File: src/rtl/hov_fifo_pkg.sv
`default_nettype none
// +------------------------------------------------------------------+
// | Module   : hov_fifo_pkg                                          |
// | Purpose  : Shared defaults and width helpers for the multi-      |
// |            channel FIFO (hov_chan_fifo / hov_fifo_chan).         |
// | Revision : 1.0 - initial release                                 |
// +------------------------------------------------------------------+
package hov_fifo_pkg;

  // Defaults sized for the 12-bit core I/O word.
  localparam int DEF_WIDTH    = 12;
  localparam int DEF_DEPTH    = 8;
  localparam int DEF_CHANNELS = 2;

  // Channel-select width; a single channel still needs a 1-bit select.
  function automatic int calc_cw(input int channels);
    int w;
    w = $clog2(channels);
    return (w < 1) ? 1 : w;
  endfunction

  // Occupancy width; must be able to represent DEPTH itself (full).
  function automatic int calc_lw(input int depth);
    return $clog2(depth + 1);
  endfunction

endpackage : hov_fifo_pkg
`default_nettype wire

File: src/rtl/hov_fifo_chan.sv
`default_nettype none
// +------------------------------------------------------------------+
// | Module   : hov_fifo_chan                                         |
// | Purpose  : One FIFO channel: storage, read/write pointers,       |
// |            occupancy counter and sticky overflow/underflow.      |
// | Revision : 1.0 - initial release                                 |
// +------------------------------------------------------------------+
module hov_fifo_chan
  import hov_fifo_pkg::*;
#(
  parameter int WIDTH = DEF_WIDTH,
  parameter int DEPTH = DEF_DEPTH,
  localparam int LW   = calc_lw(DEPTH)
) (
  input  logic             clk,
  input  logic             rst_n,
  input  logic             clr_i,      // already qualified with the global enable
  input  logic             wr_sel_i,   // write request aimed at this channel
  input  logic [WIDTH-1:0] wr_data_i,
  input  logic             rd_sel_i,   // read request aimed at this channel
  output logic [WIDTH-1:0] head_o,     // word at the read pointer
  output logic             rd_acc_o,   // read accepted this cycle
  output logic             full_o,
  output logic             empty_o,
  output logic             overflow_o,
  output logic             underflow_o,
  output logic [LW-1:0]    level_o
);

  localparam int PW = $clog2(DEPTH);

  logic [WIDTH-1:0] mem_q [DEPTH];
  logic [PW-1:0]    wr_ptr_q, wr_ptr_d;
  logic [PW-1:0]    rd_ptr_q, rd_ptr_d;
  logic [LW-1:0]    level_q,  level_d;
  logic             ovf_q,    ovf_d;
  logic             unf_q,    unf_d;

  logic w_full;
  logic w_empty;
  logic w_wr_acc;
  logic w_rd_acc;

  // Flags come straight from the registered occupancy. A read is judged
  // against the occupancy before this cycle's write, so there is no
  // fall-through, and a write to a full channel is refused even if a read
  // frees a slot in the same cycle.
  assign w_full   = (level_q == LW'(DEPTH));
  assign w_empty  = (level_q == '0);
  assign w_wr_acc = wr_sel_i & ~w_full;
  assign w_rd_acc = rd_sel_i & ~w_empty;

  assign head_o      = mem_q[rd_ptr_q];
  assign rd_acc_o    = w_rd_acc;
  assign full_o      = w_full;
  assign empty_o     = w_empty;
  assign overflow_o  = ovf_q;
  assign underflow_o = unf_q;
  assign level_o     = level_q;

  // Next-state for pointers, occupancy and sticky error flags.
  always_comb begin
    wr_ptr_d = wr_ptr_q;
    rd_ptr_d = rd_ptr_q;
    level_d  = level_q;
    ovf_d    = ovf_q;
    unf_d    = unf_q;
    if (clr_i) begin
      wr_ptr_d = '0;
      rd_ptr_d = '0;
      level_d  = '0;
      ovf_d    = 1'b0;
      unf_d    = 1'b0;
    end else begin
      if (w_wr_acc) wr_ptr_d = wr_ptr_q + PW'(1);
      if (w_rd_acc) rd_ptr_d = rd_ptr_q + PW'(1);
      case ({w_wr_acc, w_rd_acc})
        2'b10:   level_d = level_q + LW'(1);
        2'b01:   level_d = level_q - LW'(1);
        default: level_d = level_q;
      endcase
      if (wr_sel_i && w_full)  ovf_d = 1'b1;
      if (rd_sel_i && w_empty) unf_d = 1'b1;
    end
  end

  // Control state register; reset drops every queued word.
  always_ff @(posedge clk or negedge rst_n) begin
    if (!rst_n) begin
      wr_ptr_q <= '0;
      rd_ptr_q <= '0;
      level_q  <= '0;
      ovf_q    <= 1'b0;
      unf_q    <= 1'b0;
    end else begin
      wr_ptr_q <= wr_ptr_d;
      rd_ptr_q <= rd_ptr_d;
      level_q  <= level_d;
      ovf_q    <= ovf_d;
      unf_q    <= unf_d;
    end
  end

  // Storage is deliberately unreset so it can map onto plain RAM/regfile.
  always_ff @(posedge clk) begin
    if (w_wr_acc) mem_q[wr_ptr_q] <= wr_data_i;
  end

endmodule : hov_fifo_chan
`default_nettype wire

File: src/rtl/hov_chan_fifo.sv
`default_nettype none
// +------------------------------------------------------------------+
// | Module   : hov_chan_fifo                                         |
// | Purpose  : CHANNELS independent FIFOs sharing one write port and |
// |            one registered read port (1-cycle read latency).      |
// | Revision : 1.0 - initial release                                 |
// +------------------------------------------------------------------+
module hov_chan_fifo
  import hov_fifo_pkg::*;
#(
  parameter int WIDTH    = DEF_WIDTH,
  parameter int DEPTH    = DEF_DEPTH,
  parameter int CHANNELS = DEF_CHANNELS,
  localparam int CW      = calc_cw(CHANNELS),
  localparam int LW      = calc_lw(DEPTH)
) (
  input  logic                   clk,
  input  logic                   rst_n,
  input  logic                   ena,
  input  logic                   clr,
  input  logic                   wr_valid,
  input  logic [CW-1:0]          wr_ch,
  input  logic [WIDTH-1:0]       wr_data,
  output logic                   wr_ready,
  input  logic                   rd_req,
  input  logic [CW-1:0]          rd_ch,
  output logic                   rd_valid,
  output logic [WIDTH-1:0]       rd_data,
  output logic [CHANNELS-1:0]    full,
  output logic [CHANNELS-1:0]    empty,
  output logic [CHANNELS-1:0]    overflow,
  output logic [CHANNELS-1:0]    underflow,
  output logic [CHANNELS*LW-1:0] level
);

  logic                w_active;   // enabled and not clearing
  logic                w_clr;      // clear only acts while enabled
  logic [CHANNELS-1:0] w_wr_sel;
  logic [CHANNELS-1:0] w_rd_sel;
  logic [CHANNELS-1:0] w_rd_acc;
  logic                w_wr_hit;   // wr_ch names an existing channel
  logic                w_wr_full;  // that channel is full
  logic [WIDTH-1:0]    w_head [CHANNELS];
  logic [WIDTH-1:0]    w_rd_word;
  logic                w_rd_any;

  logic                rd_valid_q;
  logic [WIDTH-1:0]    rd_data_q;

  assign w_active = ena & ~clr;
  assign w_clr    = ena & clr;

  // Channel-select decode; selects beyond CHANNELS match nothing and are ignored.
  always_comb begin
    w_wr_sel  = '0;
    w_rd_sel  = '0;
    w_wr_hit  = 1'b0;
    w_wr_full = 1'b0;
    for (int i = 0; i < CHANNELS; i++) begin
      if (wr_ch == CW'(i)) begin
        w_wr_hit    = 1'b1;
        w_wr_full   = full[i];
        w_wr_sel[i] = w_active & wr_valid;
      end
      if (rd_ch == CW'(i)) begin
        w_rd_sel[i] = w_active & rd_req;
      end
    end
  end

  assign wr_ready = w_active & w_wr_hit & ~w_wr_full;

  generate
    for (genvar g = 0; g < CHANNELS; g++) begin : g_chan
      hov_fifo_chan #(
        .WIDTH (WIDTH),
        .DEPTH (DEPTH)
      ) u_chan (
        .clk         (clk),
        .rst_n       (rst_n),
        .clr_i       (w_clr),
        .wr_sel_i    (w_wr_sel[g]),
        .wr_data_i   (wr_data),
        .rd_sel_i    (w_rd_sel[g]),
        .head_o      (w_head[g]),
        .rd_acc_o    (w_rd_acc[g]),
        .full_o      (full[g]),
        .empty_o     (empty[g]),
        .overflow_o  (overflow[g]),
        .underflow_o (underflow[g]),
        .level_o     (level[g*LW +: LW])
      );
    end
  endgenerate

  // Read-data mux: at most one channel accepts a read per cycle.
  always_comb begin
    w_rd_word = '0;
    for (int i = 0; i < CHANNELS; i++) begin
      if (w_rd_acc[i]) w_rd_word = w_head[i];
    end
  end

  assign w_rd_any = |w_rd_acc;

  // Registered read port; rd_data holds its last word when no read lands.
  always_ff @(posedge clk or negedge rst_n) begin
    if (!rst_n) begin
      rd_valid_q <= 1'b0;
      rd_data_q  <= '0;
    end else begin
      rd_valid_q <= w_rd_any;
      if (w_rd_any) rd_data_q <= w_rd_word;
    end
  end

  assign rd_valid = rd_valid_q;
  assign rd_data  = rd_data_q;

endmodule : hov_chan_fifo
`default_nettype wire
File: config.mk
export PLATFORM = sky130hd
export DESIGN_NAME = hov_chan_fifo
export DESIGN_NICKNAME = d
export VERILOG_FILES = /design/src/rtl/hov_fifo_pkg.sv /design/src/rtl/hov_fifo_chan.sv /design/src/rtl/hov_chan_fifo.sv
export SDC_FILE = /design/constraint.sdc
export NUM_CORES = 1
export LEC_CHECK = 0
export CORE_MARGIN = 2
export CORE_UTILIZATION = 44
export DETAILED_ROUTE_END_ITERATION = 8
export GPL_TIMING_DRIVEN = 0
export RECOVER_POWER = 50
export SLEW_MARGIN = 15
export SYNTH_ARGS = -nofsm -noshare
export SYNTH_HDL_FRONTEND = slang
export SYNTH_SLANG_ARGS = --single-unit
File: constraint.sdc
create_clock -name clk -period 3.4 [get_ports clk]
set_input_delay 1.02 -clock clk [delete_from_list [all_inputs] [get_ports clk]]
set_output_delay 1.02 -clock clk [all_outputs]
set_load 0.1 [all_outputs]
# Word-level counts from Yosys, hierarchy flattened
# Memory sizes are Yosys's and may differ from the RTL's.
# Index checks and enable logic that the tools add are counted.
dict set report classes {
  addsub 8
  n_eq_ne 6
  n_mux 31
  bitwise_logic 15
  n_reduce_logical 17
}
# cell count
set ops {}
lappend ops {{12-bit 2-to-1 mux} 2}
lappend ops {{3-bit 2-to-1 mux} 8}
lappend ops {{1-bit 2-to-1 mux} 17}
lappend ops {{4-bit case mux with 2 select lines} 2}
lappend ops {{2-bit nonzero test} 8}
lappend ops {{3-bit by 1-bit adder with 3-bit output, second input constant} 4}
lappend ops {{1-bit AND} 9}
lappend ops {{4-bit by 1-bit adder with 4-bit output, second input constant} 2}
lappend ops {{4-bit == test, second input constant} 2}
lappend ops {{4-bit logical NOT} 2}
lappend ops {{4-bit 2-to-1 mux} 2}
lappend ops {{4-bit by 1-bit subtractor with 4-bit output, second input constant} 2}
lappend ops {{1-bit inverter} 6}
lappend ops {{3-bit nonzero test} 2}
lappend ops {{2-bit by 1-bit == test with 1-bit output, second input constant} 2}
lappend ops {{2-bit == test, second input constant} 2}
lappend ops {{1-bit logical AND} 4}
lappend ops {{2-bit OR reduction} 1}
dict set report totals {
  regBits 37
  ramBits 192
  in_bits 20
  out_inout_bits 30
  n_memories 2
}
# memory words width read_ports rd_clocked_by_memory_dff write_ports line
set memory_table {}
lappend memory_table {{g_chan[0].u_chan.mem_q} 8 12 1 0 1 hov_fifo_chan.sv:32} ;# logic [WIDTH-1:0] mem_q [DEPTH];
lappend memory_table {{g_chan[1].u_chan.mem_q} 8 12 1 0 1 hov_fifo_chan.sv:32}

# Logic depth before layout (Yosys ltp)
# Gate-level depths: netlist of the first run.
dict set report logic_depth {
  ltp_word 8
  ltp_mapped 12
  mapped_depth_nobuf 10
}

# Hierarchy
# A second synthesis of the first run with hierarchy kept.
dict set report hier_totals {
  cells_unflattened 514
  area_unflattened_um2 9355.2
}
# module instances cells_per_inst area_per_inst_um2 seq_area_each_um2
set by_module_without_submodules {}
lappend by_module_without_submodules {hov_fifo_chan 2 226 4349.2 3183.1}
lappend by_module_without_submodules {hov_chan_fifo 1 62 656.9 325.3}

# Worst setup path before layout of the first run
# OpenSTA, ideal clock, no wires.
dict set report synth_path {
  kind {input to register}
  start {input ena}
  end {memory g_chan[1].u_chan.mem_q[2][0] in the netlist's numbering (enable)}
  setup_time_ns 0.417
  arrival_ns 3.093
  slack_ns -0.110
  cell_stages 5
  n_path_buf 2
  path_cell_list {buf_2 > nand4b_1 > or2_0 > buf_4 > nor4b_1}
}
dict set report synth_between {
  elab_chain_cells 6
}
# item line
set synth_rtl {}
lappend synth_rtl {{from (decl)} hov_chan_fifo.sv:19} ;# input logic ena,
lappend synth_rtl {{1-bit AND} hov_chan_fifo.sv:50} ;# assign w_active = ena & ~clr;
lappend synth_rtl {{1-bit AND} hov_chan_fifo.sv:63} ;# w_wr_sel[i] = w_active & wr_valid;
lappend synth_rtl {{1-bit 2-to-1 mux} hov_chan_fifo.sv:60} ;# if (wr_ch == CW'(i)) begin
lappend synth_rtl {{1-bit AND} hov_fifo_chan.sv:50} ;# assign w_wr_acc = wr_sel_i & ~w_full;
lappend synth_rtl {{1-bit 2-to-1 mux} hov_fifo_chan.sv:106} ;# if (w_wr_acc) mem_q[wr_ptr_q] <= wr_data_i;
lappend synth_rtl {{1-bit 2-to-1 mux (implied by the code)} hov_fifo_chan.sv:106}
lappend synth_rtl {{to (decl)} hov_fifo_chan.sv:32}
# No other way between the ends.

# Worst setup path after layout of the first run
dict set report layout_path {
  start {input clr}
  end {output wr_ready}
}
dict set report layout_between {
  elab_chain_cells 3
}
# item line
set layout_rtl {}
lappend layout_rtl {{from (decl)} hov_chan_fifo.sv:20} ;# input logic clr,
lappend layout_rtl {{1-bit inverter} hov_chan_fifo.sv:50}
lappend layout_rtl {{1-bit AND} hov_chan_fifo.sv:50}
lappend layout_rtl {{1-bit AND} hov_chan_fifo.sv:71} ;# assign wr_ready = w_active & w_wr_hit & ~w_wr_full;
lappend layout_rtl {{to (decl)} hov_chan_fifo.sv:24} ;# output logic wr_ready,
# No other way between the ends.

==> results of run 1 <==
-- per-layer routing --
layer / global-route usage / up-vias
met5: 0 / -
met4: 0.0547 / 0
met3: 0.0276 / 41
met2: 0.294 / 141
met1: 0.241 / 2541
li1: - / 2212
-- sequential cells by signal, summed over array words and instances (netlist names) --
name	flops
g_chan.u_chan.mem_q	192
rd_data	12
g_chan.u_chan.level_o	8
g_chan.u_chan.rd_ptr_q	6
g_chan.u_chan.wr_ptr_q	6
g_chan.u_chan.overflow_o	2
g_chan.u_chan.underflow_o	2
rd_valid	1
-- per-stage QoR --
| step | hold WS (ns) | power [mW] | TNS (ns) |
|---|---|---|---|
| 6_report | 0.498 | 7.31 | 0 |
| 5_1_grt | 0.521 | 7.53 | 0 |
| 4_1_cts | 0.496 | 7.39 | 0 |
| 3_5_place_dp | 0.486 | 4.69 | -26.56 |
| 3_3_place_gp | 0.480 | 4.67 | -143.01 |
| 2_1_floorplan | 0.464 | 4.31 | 0 |
-- area by class of cell --
| class | count | area, um^2 |
|---|---|---|
| fill | 1642 | 9810 |
| sequential | 229 | 6690 |
| multi-input combinational | 228 | 2580 |
| clock buffer | 29 | 641 |
| timing repair buffer | 61 | 573 |
| tap | 275 | 344 |
| buffer | 35 | 221 |
| clock inverter | 16 | 180 |
| inverter | 9 | 38.8 |
-- power groups by stage --
stage                     logic (mW)  clock network, mW  registers, mW
after floorplan                0.477                  0           3.83
after global placement          1.37                  0           3.30
after detailed placement        1.39                  0           3.30
after CTS                       1.39               2.75           3.25
after global routing            1.43               2.85           3.26
final                           1.37               2.70           3.25
-- cells in the final DEF (no fill, tap or decap), types with 6 or more instances in the layout --
cell,synthesis,layout
nor2_1,26,21
buf_6,7,10
mux2i_1,21,21
nand2_1,17,17
clkdlybuf4s50_1,0,30
clkbuf_16,0,25
edfxtp_1,192,192
dlygate4sd3_1,0,12
a221oi_2,10,11
and4_1,8,8
dfrtp_1,37,37
inv_1,8,8
buf_2,8,10
o21ai_1,10,10
a21oi_1,6,6
ha_1,10,9
xor2_1,9,9
mux4_1,13,13
mux4_2,34,34
buf_4,9,16
clkbuf_1,9,16
-- cells by family after synthesis --
family,Yosys count,synth area share
adders and majority gates,10,0.0132
AOI/OAI and AO/OA,45,0.0407
DFF,229,0.707
muxes,69,0.142
and+or+nand+nor,91,0.0559
buffers and inverters,45,0.0287
xor gates and xnor gates,13,0.0128
-- worst max-delay path by stage --
stage,startpoint,to,depth (start not counted)
CTS,g_chan[1].u_chan.level_o[0]$_DFFE_PN0P_,empty[1],5
finish,clr,wr_ready,4
global placement,wr_ch,g_chan[1].u_chan.mem_q[0][0]$_DFFE_PP_,5
global route,g_chan[0].u_chan.level_o[1]$_DFFE_PN0P_,empty[0],5
detailed placement,clr,g_chan[0].u_chan.level_o[3]$_DFFE_PN0P_,11
floorplan,g_chan[0].u_chan.level_o[1]$_DFFE_PN0P_,g_chan[0].u_chan.level_o[3]$_DFFE_PN0P_,11
-- tightest hold or removal path, stage by stage, from the launching register on --
cell and delay (ns):
dfrtp_1 0.34, a31oi_1 0.04, nor2_1 0.07
-- timing repair --
action                                  CTS  global route
gates resized for setup                  27             5
pin swaps                                 0             1
cloned                                    0             0
setup buffers                             0             2
endpoints found under the setup margin    6            14
==> out/metrics.yaml, run 1 <==
netSwitchingFraction: 0.291
diodes: 0
synth_top_area_share: 0.609
cp_slowest_cell: "clkdlybuf4s50_1"
r2r-end: "g_chan[0].u_chan.level_o[3]$_DFFE_PN0P_"
finClkSkew_ns: 0.0122
path_delay_family: "buffers and inverters"
required_ns: 2.38
die_y_um: 151
finalCriticalPeriod_ns: 3.34
stdcell_area_um2: 11300
track_usage: 0.176
drv_cap: 0
cts_hold_buf: 0
antenna_left: 0
grt_max_degree: 21
dieWidth_um: 151
dpl_cell_area_um2: 10500
drtIter0Drc: 331
power_frac_seq: 0.444
wl_per_cell_um: 21.9
worst_pin_slew_ns: 1.21
area_growth_pct: 19.1
wl_met2_um: 9470
initial_utilization: 0.449
synth_edf_count: 192
drive_gt1_frac: 0.245
drcViolationCount: 0
preCtsSetupSlack_ns: -0.798
critPathMaxFanout: 6
vias: 4935
placementRows: 53
cts_buffers: 25
cp-end-kind: "output port"
leakage_nw: 3.87
synth_area_per_cell_um2: 18.9
drt_first_pass_iters: 4
synth_common_cells: "edfxtp_1 (192), dfrtp_1 (37), mux4_2 (34), nor2_1 (26), mux2i_1 (21)"
start_kind: "input pin"
core_area_um2: 21100
max_stage_delay_ns: 0.49
max_slew_margin: 0.192
hold_viol: 0
ys_warn_count: 0
yosysTopAreaCell: "edfxtp_1"
gp_congestion: 0.796
powerDensity_nw_per_um2: 649
m1WireLength_um: 8470
setup_viol: 0
layoutNonFillerInstCount: 882
worstRegToRegCells: 11
cts_max_path_buffers: 3
cts.reportedPaths.clkPinSlew_ns: 0.06
clock_sinks: 229
vias_per_cell: 5.60
fin_nets: 619
dr_wl_met3_um: 878
syn_area_um2: 9470
irDropWorstVdd_mv: 0.500
die-area_um2: 22700
reg2reg_slack_ns: 0.39
hold_end: "g_chan[0].u_chan.overflow_o$_DFFE_PN0P_"
synth_area_leaders: "edfxtp_1 (61%), dfrtp_1 (9.8%), mux4_2 (8.1%), mux4_1 (3.6%), mux2i_1 (2.2%)"
whs_path_depth: 2
maxSlewViolCount: 0
place_inst: 836
overflow: 0
dp_hpwl_um: 13100
ys_seq_area_frac: 0.707
grt_pass1_vias: 5169
yosys_most_used_dff: "edfxtp_1"
insertion_delay_ns: 0.51
grt_first_pass_wirelength_um: 29600
p_comb_frac: 0.187
hold_start: "g_chan[0].u_chan.overflow_o$_DFFE_PN0P_"
arrival_ns: 2.32
intPower_mw: 5.18
cts_tree: "yes"
critPathBufInv: 2
yosys_register_bits: 229
critPathKind: "input pin to output port"
drt-total-wl_um: 19300
highest_layer: "met4"
postLayoutSetupSlackWorst_ns: 0.0641
p_clk_frac: 0.369
antenna_found_initial: 0
ctsRootBufferMaster: "clkbuf_16"
cts.htree.levels: 1
switching_power_mw: 2.13
postLayoutCoreUtil: 0.535
status: "completed"
reg2reg_from: "g_chan[0].u_chan.level_o[1]$_DFFE_PN0P_"
synthCells: 502
rsz0062_at_grt: "false"
hold_path.class: "flip-flop to flip-flop"
yosysMostFrequentCell: "edfxtp_1"
fmax_mhz: 300
fin_crit_sh: 0.981
synthArstFlopShare: 0.162
ios: 50
port_buffers: 48
synth_cell_types: 56
synth_fp_nets: 532
cp_cell_sequence: "clkdlybuf4s50_1, nor2b_1, o211a_1, buf_4"
Note: power is estimated with default switching activity, not from simulation.
==> inputs of run 2 (changes only) <==
--- a/config.mk
+++ b/config.mk
@@ -8,6 +8,7 @@
 export CORE_MARGIN = 2
 export CORE_UTILIZATION = 44
 export DETAILED_ROUTE_END_ITERATION = 8
+export DONT_BUFFER_PORTS = 1
 export GPL_TIMING_DRIVEN = 0
 export RECOVER_POWER = 50
 export SLEW_MARGIN = 15
==> run 2 against run 1 <==
Against the previous run:
- wire length shrank 1.2%
- worst setup slack better by 0.0077 ns
- global-route usage down 0.14 points
- final cell count down 5.6%
- maximum frequency increased by 0.23%
- first-iteration DRC count up 11%
==> out/metrics.yaml, run 2 (same netlist as run 1, synthesis figures left out) <==
track_usage: 0.175
ios: 50
stdcell_area_um2: 10900
drcViolationCount: 0
cts.htree.levels: 1
cts_max_path_buffers: 3
arrival_ns: 2.31
critPathMaxFanout: 7
drt-total-wl_um: 19100
worstRegToRegCells: 11
setup_tns_ns: 0
ctsRootBufferMaster: "clkbuf_16"
drv_cap: 0
postCtsSetupBuffers: 0
hold_viol: 0
antenna_found_initial: 0
critPathKind: "flip-flop to output port"
placementRows: 53
grt_pass1_vias: 5015
postLayoutCoreUtil: 0.515
fin_nets: 569
leakage_nw: 3.69
cts.reportedPaths.clkPinSlew_ns: 0.06
power_mw: 7.08
hold_path.class: "input pin to async pin"
fin_crit_sh: 0.979
drive_gt1_frac: 0.274
status: "completed"
place_inst: 787
port_buffers: 0
maxSlewViolCount: 0
setup_viol: 0
overflow: 0
die_y_um: 151
die-area_um2: 22700
start_kind: "flip-flop"
multi_input_area_um2: 2630
mostFrequentLayoutCells: "edfxtp_1 (192), mux4_2 (34), dfrtp_1 (29)"
largest_reg_flops: 192
irDropWorstVdd_mv: 0.459
layoutNonFillerInstCount: 833
area_growth_pct: 14.7
fmax_mhz: 300
vias: 4687
finalCriticalPeriod_ns: 3.33
worst_pin_slew_ns: 1.01
rsz0062_at_grt: "false"
grt_max_degree: 38
drt_first_pass_iters: 4
diodes: 0
powerDensity_nw_per_um2: 652
core_area_um2: 21100
antenna_left: 0
wl_per_cell_um: 22.9
cts_tree: "yes"
fillers: 1699
dieWidth_um: 151
finClkSkew_ns: 0.0222
grt_first_pass_wirelength_um: 29400
reg2reg_slack_ns: 0.24
vias_per_cell: 5.63
max_slew_margin: 0.324
cts_hold_buf: 0
cp-end-kind: "output port"
initial_utilization: 0.449
gp_congestion: 0.770
final_common_cell: "edfxtp_1"
regMostFlops: "g_chan.u_chan.mem_q"
dp_hpwl_um: 13000
regArea_um2: 6710
dpl_cell_area_um2: 9980
cts_buffers: 25
required_ns: 2.38
clock_sinks: 229
drtIter0Drc: 369
insertion_delay_ns: 0.53
## run 2: changes by cell type in the layout (fill, tap and decap cells not counted), moves of 3 or more
cell / change
dfrtp_2: +5
dfrtp_1: -8
buf_4: -6
clkdlybuf4s50_1: -30
dlygate4sd3_1: -12
buf_6: +3
dfrtp_4: +3
## run 2: per-stage QoR
stage	setup WS, ns	hold slack, ns
2_1_floorplan	0.0627	0.464
3_3_place_gp	-1.33	0.479
3_5_place_dp	-0.440	0.497
4_1_cts	-0.00204	0.164
5_1_grt	0.00862	0.160
6_report	0.0719	0.184
## run 2: final timing paths
| kind | end | start |
|---|---|---|
| worst max-delay path | empty[1] | g_chan[1].u_chan.level_o[1]$_DFFE_PN0P_ |
| worst min-delay path | rd_data[0]$_DFFE_PN0P_ | rst_n |
| worst max register to register | g_chan[0].u_chan.level_o[3]$_DFFE_PN0P_ | g_chan[0].u_chan.level_o[1]$_DFFE_PN0P_ |
| worst min register to register | g_chan[0].u_chan.overflow_o$_DFFE_PN0P_ | g_chan[0].u_chan.overflow_o$_DFFE_PN0P_ |
| max in group asynchronous | g_chan[1].u_chan.level_o[0]$_DFFE_PN0P_ | rst_n |
| min in group clk | g_chan[0].u_chan.overflow_o$_DFFE_PN0P_ | g_chan[0].u_chan.overflow_o$_DFFE_PN0P_ |
## run 2: power by group
group | switching (mW) | leakage, nW | internal, mW
Sequential | 0.710 | 2.21 | 3.13
Combinational | 0.313 | 1.08 | 0.241
Clock | 1.07 | 0.399 | 1.61
Total | 2.10 | 3.69 | 4.98
## run 2: metal layers
layer	global-route usage	wire (um)	vias up
li1	-	-	2105
met1	0.234	7870	2414
met2	0.287	9310	133
met3	0.0500	1540	35
met4	0.0407	392	0
met5	0	0	-
## run 2: critical path, stage by stage, from the launching register on
cell	delay (ns)
dfrtp_2	0.64
or4_1	0.58
buf_2	0.19
inv_1	0.08
buf_4	0.29
## run 2: repair_timing
action	in CTS	in global routing
gates resized for setup	15	5
pin swaps	0	1
endpoints found under the hold margin	0	0
setup endpoints to repair	6	4
## run 2: final cells by class
| cell class | instances | area share |
|---|---|---|
| Clock buffer | 31 | 0.0606 |
| Buffer | 36 | 0.0211 |
| Tap cell | 275 | 0.0317 |
| Inverter | 9 | 0.00357 |
| Clock inverter | 15 | 0.0148 |
| Timing Repair Buffer | 10 | 0.00853 |
| Sequential cell | 229 | 0.618 |
| Multi-Input combinational cell | 228 | 0.242 |
